[src/rtl/div_pkg.sv]
// Shared types and packing helpers for the sequential restoring divider.
// Result layout on dataOut is {remainder (HI), quotient (LO)}.
package div_pkg;

  typedef enum logic [1:0] {
    IDLE  = 2'd0,
    CALC  = 2'd1,
    FIXUP = 2'd2,
    DONE  = 2'd3
  } state_t;

  localparam int QUOT_LSB = 0;

  // The remainder sits directly above the quotient, so its offset is the operand width.
  function automatic int rem_lsb(input int width);
    return width;
  endfunction

endpackage

[src/rtl/div_restore_step.sv]
// One restoring-division step: shift in the next dividend bit, subtract the
// divisor when it fits, and report the resulting quotient bit.
module div_restore_step #(
  parameter int WIDTH = 32
) (
  input  logic [WIDTH:0]   i_rem,
  input  logic [WIDTH-1:0] i_divisor,
  input  logic             i_bit,
  output logic [WIDTH:0]   o_rem,
  output logic             o_qbit
);

  logic [WIDTH+1:0] w_shift;
  logic [WIDTH:0]   w_diff;
  logic             w_ge;

  assign w_shift = {i_rem, i_bit};
  assign w_ge    = w_shift >= {2'b00, i_divisor};
  // Only taken when w_ge holds, so the true difference always fits in WIDTH+1 bits.
  assign w_diff  = w_shift[WIDTH:0] - {1'b0, i_divisor};
  assign o_rem   = w_ge ? w_diff : w_shift[WIDTH:0];
  assign o_qbit  = w_ge;

endmodule

[src/rtl/divider_seq_param.sv]
// Multi-cycle restoring divider (DIV/DIVU) with start/busy/done handshake.
// Fixed latency: WIDTH restoring steps, one sign-fixup cycle, one done cycle.
module divider_seq_param
  import div_pkg::*;
#(
  parameter int WIDTH = 32
) (
  input  logic                 clk,
  input  logic                 reset,
  input  logic                 start,
  input  logic                 is_signed,
  input  logic [WIDTH-1:0]     dataA,
  input  logic [WIDTH-1:0]     dataB,
  output logic                 busy,
  output logic                 done,
  output logic                 div_by_zero,
  output logic [2*WIDTH-1:0]   dataOut
);

  localparam int CW      = $clog2(WIDTH + 1);
  localparam int REM_LSB = rem_lsb(WIDTH);

  state_t             r_state, w_next;
  logic [CW-1:0]      r_count;
  logic [WIDTH:0]     r_rem;
  logic [WIDTH-1:0]   r_quot;
  logic [WIDTH-1:0]   r_divisor;
  logic               r_sign_q, r_sign_r, r_b_zero;
  logic [2*WIDTH-1:0] r_data_out;
  logic               r_dbz;

  logic               w_sa, w_sb;
  logic [WIDTH-1:0]   w_mag_a, w_mag_b;
  logic [WIDTH:0]     w_step_rem;
  logic               w_step_q;
  logic [WIDTH-1:0]   w_rem_lo, w_q_fix, w_r_fix;

  // Negating MIN yields MIN, which read as unsigned is exactly 2^(WIDTH-1).
  assign w_sa    = is_signed & dataA[WIDTH-1];
  assign w_sb    = is_signed & dataB[WIDTH-1];
  assign w_mag_a = w_sa ? -dataA : dataA;
  assign w_mag_b = w_sb ? -dataB : dataB;

  div_restore_step #(.WIDTH(WIDTH)) u_step (
    .i_rem     (r_rem),
    .i_divisor (r_divisor),
    .i_bit     (r_quot[WIDTH-1]),
    .o_rem     (w_step_rem),
    .o_qbit    (w_step_q)
  );

  // Divide-by-zero keeps the all-ones quotient; re-signing the remainder magnitude restores dataA.
  assign w_rem_lo = r_rem[WIDTH-1:0];
  assign w_q_fix  = (r_sign_q && !r_b_zero) ? -r_quot : r_quot;
  assign w_r_fix  = r_sign_r ? -w_rem_lo : w_rem_lo;

  // NOTE: every combinational output gets a default first so no path can infer a latch.
  always_comb begin
    w_next = r_state;
    unique case (r_state)
      IDLE:    if (start) w_next = CALC;
      CALC:    if (r_count == CW'(WIDTH - 1)) w_next = FIXUP;
      FIXUP:   w_next = DONE;
      DONE:    w_next = IDLE;
      default: w_next = IDLE;
    endcase
  end

  // NOTE: sequential state uses non-blocking assignments so all registers update together.
  always_ff @(posedge clk or posedge reset) begin
    if (reset) begin
      r_state    <= IDLE;
      r_count    <= '0;
      r_rem      <= '0;
      r_quot     <= '0;
      r_divisor  <= '0;
      r_sign_q   <= 1'b0;
      r_sign_r   <= 1'b0;
      r_b_zero   <= 1'b0;
      r_data_out <= '0;
      r_dbz      <= 1'b0;
    end else begin
      r_state <= w_next;
      unique case (r_state)
        IDLE: if (start) begin
          r_count   <= '0;
          r_rem     <= '0;
          r_quot    <= w_mag_a;
          r_divisor <= w_mag_b;
          r_sign_q  <= w_sa ^ w_sb;
          r_sign_r  <= w_sa;
          r_b_zero  <= (dataB == '0);
        end
        CALC: begin
          r_rem   <= w_step_rem;
          r_quot  <= {r_quot[WIDTH-2:0], w_step_q};
          r_count <= r_count + 1'b1;
        end
        FIXUP: begin
          r_data_out[QUOT_LSB +: WIDTH] <= w_q_fix;
          r_data_out[REM_LSB  +: WIDTH] <= w_r_fix;
          r_dbz                         <= r_b_zero;
        end
        default: ;
      endcase
    end
  end

  assign busy        = (r_state != IDLE);
  assign done        = (r_state == DONE);
  assign div_by_zero = r_dbz;
  assign dataOut     = r_data_out;

endmodule

[config.mk]
export PLATFORM = sky130hd
export DESIGN_NAME = divider_seq_param
export DESIGN_NICKNAME = d
export VERILOG_FILES = /design/src/rtl/div_pkg.sv /design/src/rtl/div_restore_step.sv /design/src/rtl/divider_seq_param.sv
export SDC_FILE = /design/constraint.sdc
export NUM_CORES = 1
export LEC_CHECK = 0
export ABC_CLOCK_PERIOD_IN_PS = 16800
export BUFFER_PORTS_ARGS = -buffer_cell sky130_fd_sc_hd__buf_2
export CAP_MARGIN = 20
export CORE_MARGIN = 1.5
export CORE_UTILIZATION = 30
export DETAILED_ROUTE_END_ITERATION = 8
export PLACE_DENSITY_LB_ADDON = 0.12
export SLEW_MARGIN = 20
export SYNTH_ARGS = -nofsm -noshare
export SYNTH_HDL_FRONTEND = slang
export SYNTH_HIERARCHICAL = 1
export SYNTH_SLANG_ARGS = --single-unit
[constraint.sdc]
create_clock -name clk -period 16.8 [get_ports clk]
set_input_delay 2.52 -clock clk [delete_from_list [all_inputs] [get_ports clk]]
set_output_delay 2.52 -clock clk [all_outputs]
set_load 0.02 [all_outputs]
Word-level counts from Yosys, hierarchy flattened
Index checks and enable logic that the tools add are counted.

word-level totals
  register bits = 173

operators by class
  muxes and demuxes = 14
  order comparisons = 1
  bitwise operators = 3
  reductions and logical operators = 9
  add/sub/neg operators = 6
  equal/unequal tests = 6

operator list
  cell                                                 count
  2-to-1 mux 32 bit                                    5
  negator 32 bit                                       4
  2-to-1 mux 33 bit                                    2
  case mux 33 bit (2 select lines)                     1
  case mux 32 bit (2 select lines)                     1
  greater-or-equal comparator 34 x 32 -> 1 bit         1
  subtractor 33 x 32 -> 33 bit                         1
  zero test 32 bit                                     1
  case mux 6 bit (2 select lines)                      1
  case mux 2 bit (4 select lines)                      1
  adder 6 x 1 -> 6 bit, second input constant          1
  equality test 6 x 5 -> 1 bit, second input constant  1
  2-to-1 mux 6 bit                                     1
  AND reduction 2 bit                                  3
  equality test 2 bit, second input constant           2
  2-to-1 mux 2 bit                                     2
  inequality test 2 bit, second input constant         2
  nonzero test 2 bit                                   2
  bitwise AND 1 bit                                    2
  equality test 2 x 1 -> 1 bit, second input constant  1
  zero test 2 bit                                      1
  logical AND 1 bit                                    1
  zero test 1 bit                                      1
  bitwise XOR 1 bit                                    1

Depth between registers and ports, before layout
Gate-level depths: netlist of run 1.

  word-level depth = 4
  depth in mapped cells = 16
  gate-level depth less buffers = 15

By module
Netlist of run 1, hierarchy kept.

modules (own cells, without submodules)
  module             instances  cells an instance  area each (um2)
  divider_seq_param  1          1012               9510.4
  div_restore_step   1          366                2556.2

Least setup slack after synthesis of run 1
No wires, ideal clock.

  path type = input port to flip-flop
  from = input dataB[26]
  to = register r_divisor[30]
  arrival = 3.920 ns
  stages = 5
  slack = 12.750 ns
  path buffers = 0
  setup time = 0.130 ns
  cells stage by stage = or4_4 or4_4 o41ai_2 xor2_1 o21ai_1

on the way
  word-level cells in the longest chain between the ends = 2

RTL lines
  element               line                     text
  start, declared       divider_seq_param.sv:13  input logic [WIDTH-1:0] dataB,
  negator 32 bit        divider_seq_param.sv:42  assign w_mag_b = w_sb ? -dataB : dataB;
  2-to-1 mux 32 bit     divider_seq_param.sv:42
  end signal, assigned  divider_seq_param.sv:89  r_divisor <= w_mag_b;
  end, declared         divider_seq_param.sv:27  logic [WIDTH-1:0] r_divisor;

Every way passes these cells.
A chain may end at the register's enable or synchronous reset.

Worst setup path after layout of run 1
  from = register r_state[0]
  to = output busy

on the way
  word-level cells in the longest chain between the ends = 1

RTL lines
  element                 line                      text
  start, declared         divider_seq_param.sv:23   state_t r_state, w_next;
  start signal, assigned  divider_seq_param.sv:83   r_state <= w_next;
  nonzero test 2 bit      divider_seq_param.sv:109  assign busy = (r_state != IDLE);
  end, declared           divider_seq_param.sv:14   output logic busy,

Every way passes these cells.

==> metrics, run 1 <==
CTS H-tree depth 4; TritonCTS buffer count 17; CTS tree done; DRT iter0 DRCs ~690; die height 204 um; Clock Tree Root clkbuf_16; leading post-synthesis cells by cell area dfrtp_1 36%, xor2_1 6.4%, a21oi_1 5.7%; #FFs+latches synth 173; share of layout cells above drive strength 1 between 10% and 20%; Post-Route WL 35,500 um; critical path launch point type flip-flop; leakage power 0.00571 uW; Die ar. ~41,000 um^2; Crit path max-delay family buffers and inverters; Data arrival, critical path 1910 ps; crit-path cells inv_1 > ha_1 > inv_1 > buf_2; hold path depth 2; Worst-path clk slew 70 ps; Reg area around 4300 um^2; Initial Util between 30% and 40%; Hold Crit Class reg2reg; Nets between 1,500 and 2,000; Worst VDD drop slightly below 80 uV; multi-input logic area 7120 um^2; Syn Inst Count 1,378; f_max 226 MHz; # rows 73; Yosys top cell by area dfrtp_1; DRC 0; largest net degree at the start of global routing 75; Tcrit/Tclk final between 20% and 30%; R2R Setup Slk 12,810 ps; total clock sinks ~170; CP Max Fanout 8; Design Area, Final 13,700 um^2; minimum clock period 4430 ps; grt ovf 0; Cell Area, Placed 13,100 um^2; chip width 204 um; clock latency on the worst-skew pair between 400 and 500 ps; io pins 135; Hold EP r_divisor[31]; Primary FF master, synth dfrtp_1; Pwr Density 238 nW/um^2; Total GRT Usage between 10% and 20%; r2r startpoint r_rem[21]; syn_nets 1,488; critical path capture point type primary output; Inserted Diodes 0; WP buf/inv 3; WL/cell about 18 um; Post-CTS Setup Bufs 0; I/O Buffers approximately 130; initial antenna violation count 1; Critical Path Slowest Stage Cell ha_1; Post-Syn Area per Cell 8.76 um^2; Post-CTS Hold Buffers 0; first-pass GRT wire length 57,100 um; number of nets still failing antenna checks after routing 0; fill count ~4,200; Synth top area share 35.9%; DR vias 10,169; reg2reg path depth 11; core area approximately 40,000 um^2; HPWL Detailed roughly 27,000 um; pre-CTS setup slack 12,190 ps; post-layout util 34.5%; Worst Hold Launch r_divisor[31]; RSZ-0062 raised after global routing false; Syn-to-layout area delta 13.4%; # Max-Cap Violations 0; CP required 14,280 ps; fin. max-slew vios 0; clk_skew 10.8 ps; Slew headroom 30.2%; number of synthesized flops with an enable pin 0; Mapped Area 12,100 um^2; Clock Tree Buf Depth 2; sequential share of the synthesized area 35.9%; FF-to-FF End r_rem[7]; vias per inst 5.09; status completed; first-pass iteration count of the detailed router 5; slowest stage delay, CP roughly 470 ps; warnings from Yosys 6; Fin Setup TNS 0 ps; CP Class reg2out; number of global-route vias before repair approximately 9,700; RePlAce Congestion 0.843; Critical Path Most Common Cell inv_1; final worst slack 12,370 ps; # setup viols final 0; worst-margin pin slew 1050 ps; fraction of registers with async set/reset 100%; final count of hold timing violations 0; post-CTS resize count 0; count of cell types in the netlist 87
-- worst register-to-register path: cells and delay by family (launching register included) --
family | cells | cell delay (ps)
simple gates | 4 | 890
fa+ha+maj | 1 | 530
buf+inv | 2 | 910
flops | 1 | 520
compound gates | 3 | 640
mux | 1 | 380
-- cell usage in the layout (no fill, tap or decap), types with 23 or more instances in the layout --
cell / instances
o31ai_1: 30
inv_1: 57
o21ai_0: 69
nand2_1: 102
ha_1: 40
buf_2: 134
xor2_1: 88
nor3_1: 23
dfrtp_1: 173
a21oi_1: 137
nand4_1: 23
xnor2_1: 56
a22o_1: 32
nor2_1: 148
-- cell families (layout without fill, tap and decap cells) --
| family | count (synthesis) | count (layout) | share of synthesized area (%) |
|---|---|---|---|
| AND/OR/NAND/NOR | 430 | 430 | 18.4 |
| AO/OA/AOI/OAI | 424 | 424 | 23.3 |
| flip-flops | 173 | 173 | 35.9 |
| XOR/XNOR | 144 | 144 | 10.5 |
| buffers and inverters | 140 | 235 | 5.33 |
| adder cells (fa/ha/maj) | 42 | 42 | 4.42 |
| multiplexers | 25 | 25 | 2.21 |
-- report_power, final --
part	switching [uW]	internal (uW)	leakage (uW)
clock	186	237	0.000286
sequential	253	617	0.00207
combinational	1190	771	0.00336
-- final cells by class --
class                   count  share of cell area [%]
multi-input cells        1065                    52.0
flip-flops and latches    173                    31.6
inverters                  59                    1.65
clock inverters            14                    1.32
repair buffers            144                    5.45
well taps                 525                    4.80
clock buffers              18                    3.13
-- metrics by stage --
stage                     hold WS, ps  cells  total power [uW]
after floorplan                   449   1378              2390
after global placement            464   1966              2840
after detailed placement          469   1966              2850
after CTS                         486   1998              3290
after global routing              516   1998              3570
final                             482   1998              3260
-- worst max-delay path by stage --
stage	start	cells after the start	slack, ps	endpoint
finish	r_state[0]	4	12370	busy
global route	r_state[0]	4	12280	busy
CTS	r_state[0]	4	12340	busy
detailed placement	start	6	12190	r_quot[30]
global placement	start	6	12200	r_quot[30]
floorplan	reset	1	9590	dataOut[0]
-- flip-flops by register name, summed over array words and instances (netlist names) --
register,cells
dataOut,64
div_by_zero,1
r_b_zero,1
r_count,6
r_divisor,32
r_quot,32
r_rem,33
r_sign_q,1
r_sign_r,1
r_state,2
-- cell usage after synthesis, types with 5 or more instances --
cell,count
nand3b_1,6
o21ai_0,69
nor4_2,6
a22o_1,32
mux2i_1,12
a211oi_1,7
nor2b_1,8
or3_1,10
a21o_1,15
nor4_1,14
o21ai_1,19
xor2_1,88
a21oi_2,16
inv_1,58
ha_1,41
nand2b_1,8
o31ai_1,30
dfrtp_1,173
nand2_1,103
and3_1,9
nor4_4,5
or4_1,9
nor2_1,148
buf_2,5
buf_4,5
and2_1,12
a21oi_1,137
mux2_2,12
nor3_1,23
clkbuf_1,57
a31oi_1,17
xnor2_1,56
o22ai_1,13
nand3_1,22
nand4_1,23
o41ai_1,15
-- layer usage --
metal | wire, um | vias up | track usage [%] | share of wire, %
met5 | 7 | - | 0 | 0.020
met4 | 471 | 2 | 4.34 | 1.3
met3 | 1390 | 25 | 2.54 | 3.9
met2 | 14200 | 182 | 23.8 | 40
met1 | 19400 | 4820 | 28.5 | 55
li1 | - | 5140 | - | -
Note: power is estimated with default switching activity, not from simulation.
==> run 2, diff against run 1 <==
--- a/config.mk
+++ b/config.mk
@@ -5,7 +5,7 @@
 export SDC_FILE = /design/constraint.sdc
 export NUM_CORES = 1
 export LEC_CHECK = 0
-export ABC_CLOCK_PERIOD_IN_PS = 16800
+export ABC_CLOCK_PERIOD_IN_PS = 3800
 export BUFFER_PORTS_ARGS = -buffer_cell sky130_fd_sc_hd__buf_2
 export CAP_MARGIN = 20
 export CORE_MARGIN = 1.5
==> constraint.sdc (replaced) <==
create_clock -name clk -period 3.8 [get_ports clk]
set_input_delay 0.57 -clock clk [delete_from_list [all_inputs] [get_ports clk]]
set_output_delay 0.57 -clock clk [all_outputs]
set_load 0.02 [all_outputs]
==> run 2 against run 1 <==
Compared with the run above: hold slack worse by 81 ps; first-iteration DRC count down 3.9%; core utilization up 0.52 points; cell area up 1.5%; final cell count up 0.90%; die area unchanged; setup slack worse by 12000 ps; via count up 1.6%; total power rose to 4.6 times the previous value; critical endpoint is now r_rem[32]; wire length up 2.7%.
==> metrics, run 2 (synthesized netlist as in run 1, its figures left out) <==
initial antenna violation count 0; Worst Hold Launch dataB[31]; status completed; Initial Util between 30% and 40%; first-pass iteration count of the detailed router 5; max reg flops 64; CP Class reg2reg; DRT iter0 DRCs 666; RSZ-0062 raised after global routing false; highest-count cells in the layout ignoring fill and taps 173 x dfrtp_1, 147 x nor2_1, 137 x a21oi_1; crit-path cells inv_1 > ha_1 > inv_1 > fa_1 > a211oi_2 > o21ai_1 > a21oi_1 > o21ai_1 > a221oi_2 > o21ai_2 > a31oi_1 > mux2_2 > a22o_1; Hold EP r_b_zero; I/O Buffers between 100 and 150; Clock Tree Buf Depth 2; Hold Crit Class in2reg; Worst VDD drop ~380 uV; # Max-Cap Violations 0; core area roughly 40,000 um^2; # rows 73; largest net degree at the start of global routing 82; Post-CTS Setup Bufs 0; slowest stage delay, CP 430 ps; Design Area, Final 13,900 um^2; CTS tree done; DR vias 10,336; Fin Hold WS 401 ps; WP buf/inv 2; first-pass GRT wire length 57,500 um; FF-to-FF End r_rem[32]; chip width 204 um; leakage power 0.00585 uW; Critical Path Slowest Stage Cell fa_1; R2R Setup Slk between 500 and 600 ps; Cell Area, Placed roughly 13,000 um^2; Post-Route WL 36,400 um; Crit path max-delay family compound AO/OA/AOI/OAI gates; clk_skew around 6.6 ps; critical path launch point type flip-flop; Clock Tree Root clkbuf_16; number of nets still failing antenna checks after routing 0; vias per inst 5.13; Nets 1,588; CP required 4130 ps; number of global-route vias before repair 9,731; share of layout cells above drive strength 1 18.3%; io pins 135; Fin Setup TNS 0 ps; Slew headroom between 20% and 30%; fin. max-slew vios 0; Total GRT Usage 17.9%; Pwr Density 1070 nW/um^2; clock latency on the worst-skew pair about 450 ps; Worst-path clk slew approximately 70 ps; Die ar. about 41,000 um^2; Syn-to-layout area delta 15.1%; total clock sinks between 150 and 200; HPWL Detailed 28,200 um; worst-margin pin slew 1070 ps; hold path depth 2; die height 204 um; Data arrival, critical path 3610 ps; TritonCTS buffer count 17; minimum clock period about 3300 ps; Tcrit/Tclk final 86.3%; # setup viols final 0; Inserted Diodes 0; f_max 305 MHz; RePlAce Congestion between 0.8 and 0.9; reg2reg path depth 13; commonest non-fill, non-tap cell in the layout dfrtp_1; CP Max Fanout 3; critical path capture point type flip-flop; grt ovf 0; WL/cell 18.1 um; final count of hold timing violations 0; DRC 0; r2r startpoint r_quot[31]; CTS H-tree depth 4
run 2: per-layer routing:
layer | up-vias | track usage (%) | part of all wire [%]
met4 | 0 | 3.92 | 0.90
li1 | 5187 | - | -
met3 | 18 | 2.38 | 3.4
met5 | - | 0 | 0
met2 | 195 | 24.5 | 40
met1 | 4936 | 28.9 | 55
run 2: worst max path at each step:
stage / start / to / slack [ps] / depth (start not counted)
3_3_place_gp: r_rem[14] / r_rem[26] / 630 / 10
5_1_grt: r_quot[31] / r_rem[32] / 220 / 13
2_1_floorplan: r_quot[31] / r_rem[32] / 790 / 13
6_report: r_quot[31] / r_rem[32] / 520 / 13
3_5_place_dp: r_quot[31] / r_rem[32] / 520 / 13
4_1_cts: r_quot[31] / r_rem[32] / 520 / 13
run 2: cell type report:
class / instances / area (um^2)
clock buffers: 19 / 443
clock inverters: 13 / 203
fillers: 4162 / 25800
inverters: 59 / 225
multi-input cells: 1065 / 7130
flip-flops and latches: 173 / 4330
well taps: 525 / 657
repair buffers: 162 / 908
run 2: where the power goes:
group | switching, uW | internal (uW) | total [uW]
Combinational | 5580 | 3540 | 9120
Sequential | 1000 | 2730 | 3730
Clock | 823 | 1140 | 1960
Total | 7410 | 7410 | 14800
run 2: through the flow:
step	total power [uW]	std cells	setup slack, ps	utilization, %
floorplan	10600	1378	790	-
global placement	12900	1983	631	33.3
detailed placement	12900	1983	518	33.3
CTS	14900	2016	518	35.0
global route	16100	2016	222	35.0
finish	14800	2016	520	35.0
run 2: what timing repair did:
action / 4_1_cts / 5_1_grt
hold buffers: 1 / 0
resized for setup: 0 / 0
hold endpoints to repair: 1 / 0
setup endpoints to repair: 0 / 0
run 2: worst reg2reg max path: cells and delay by family (launching register included):
family	cells	cell delay, ps
adders and majority gates	2	580
AOI/OAI and AO/OA	8	1750
muxes	1	350
DFF	1	380
buffers and inverters	2	110
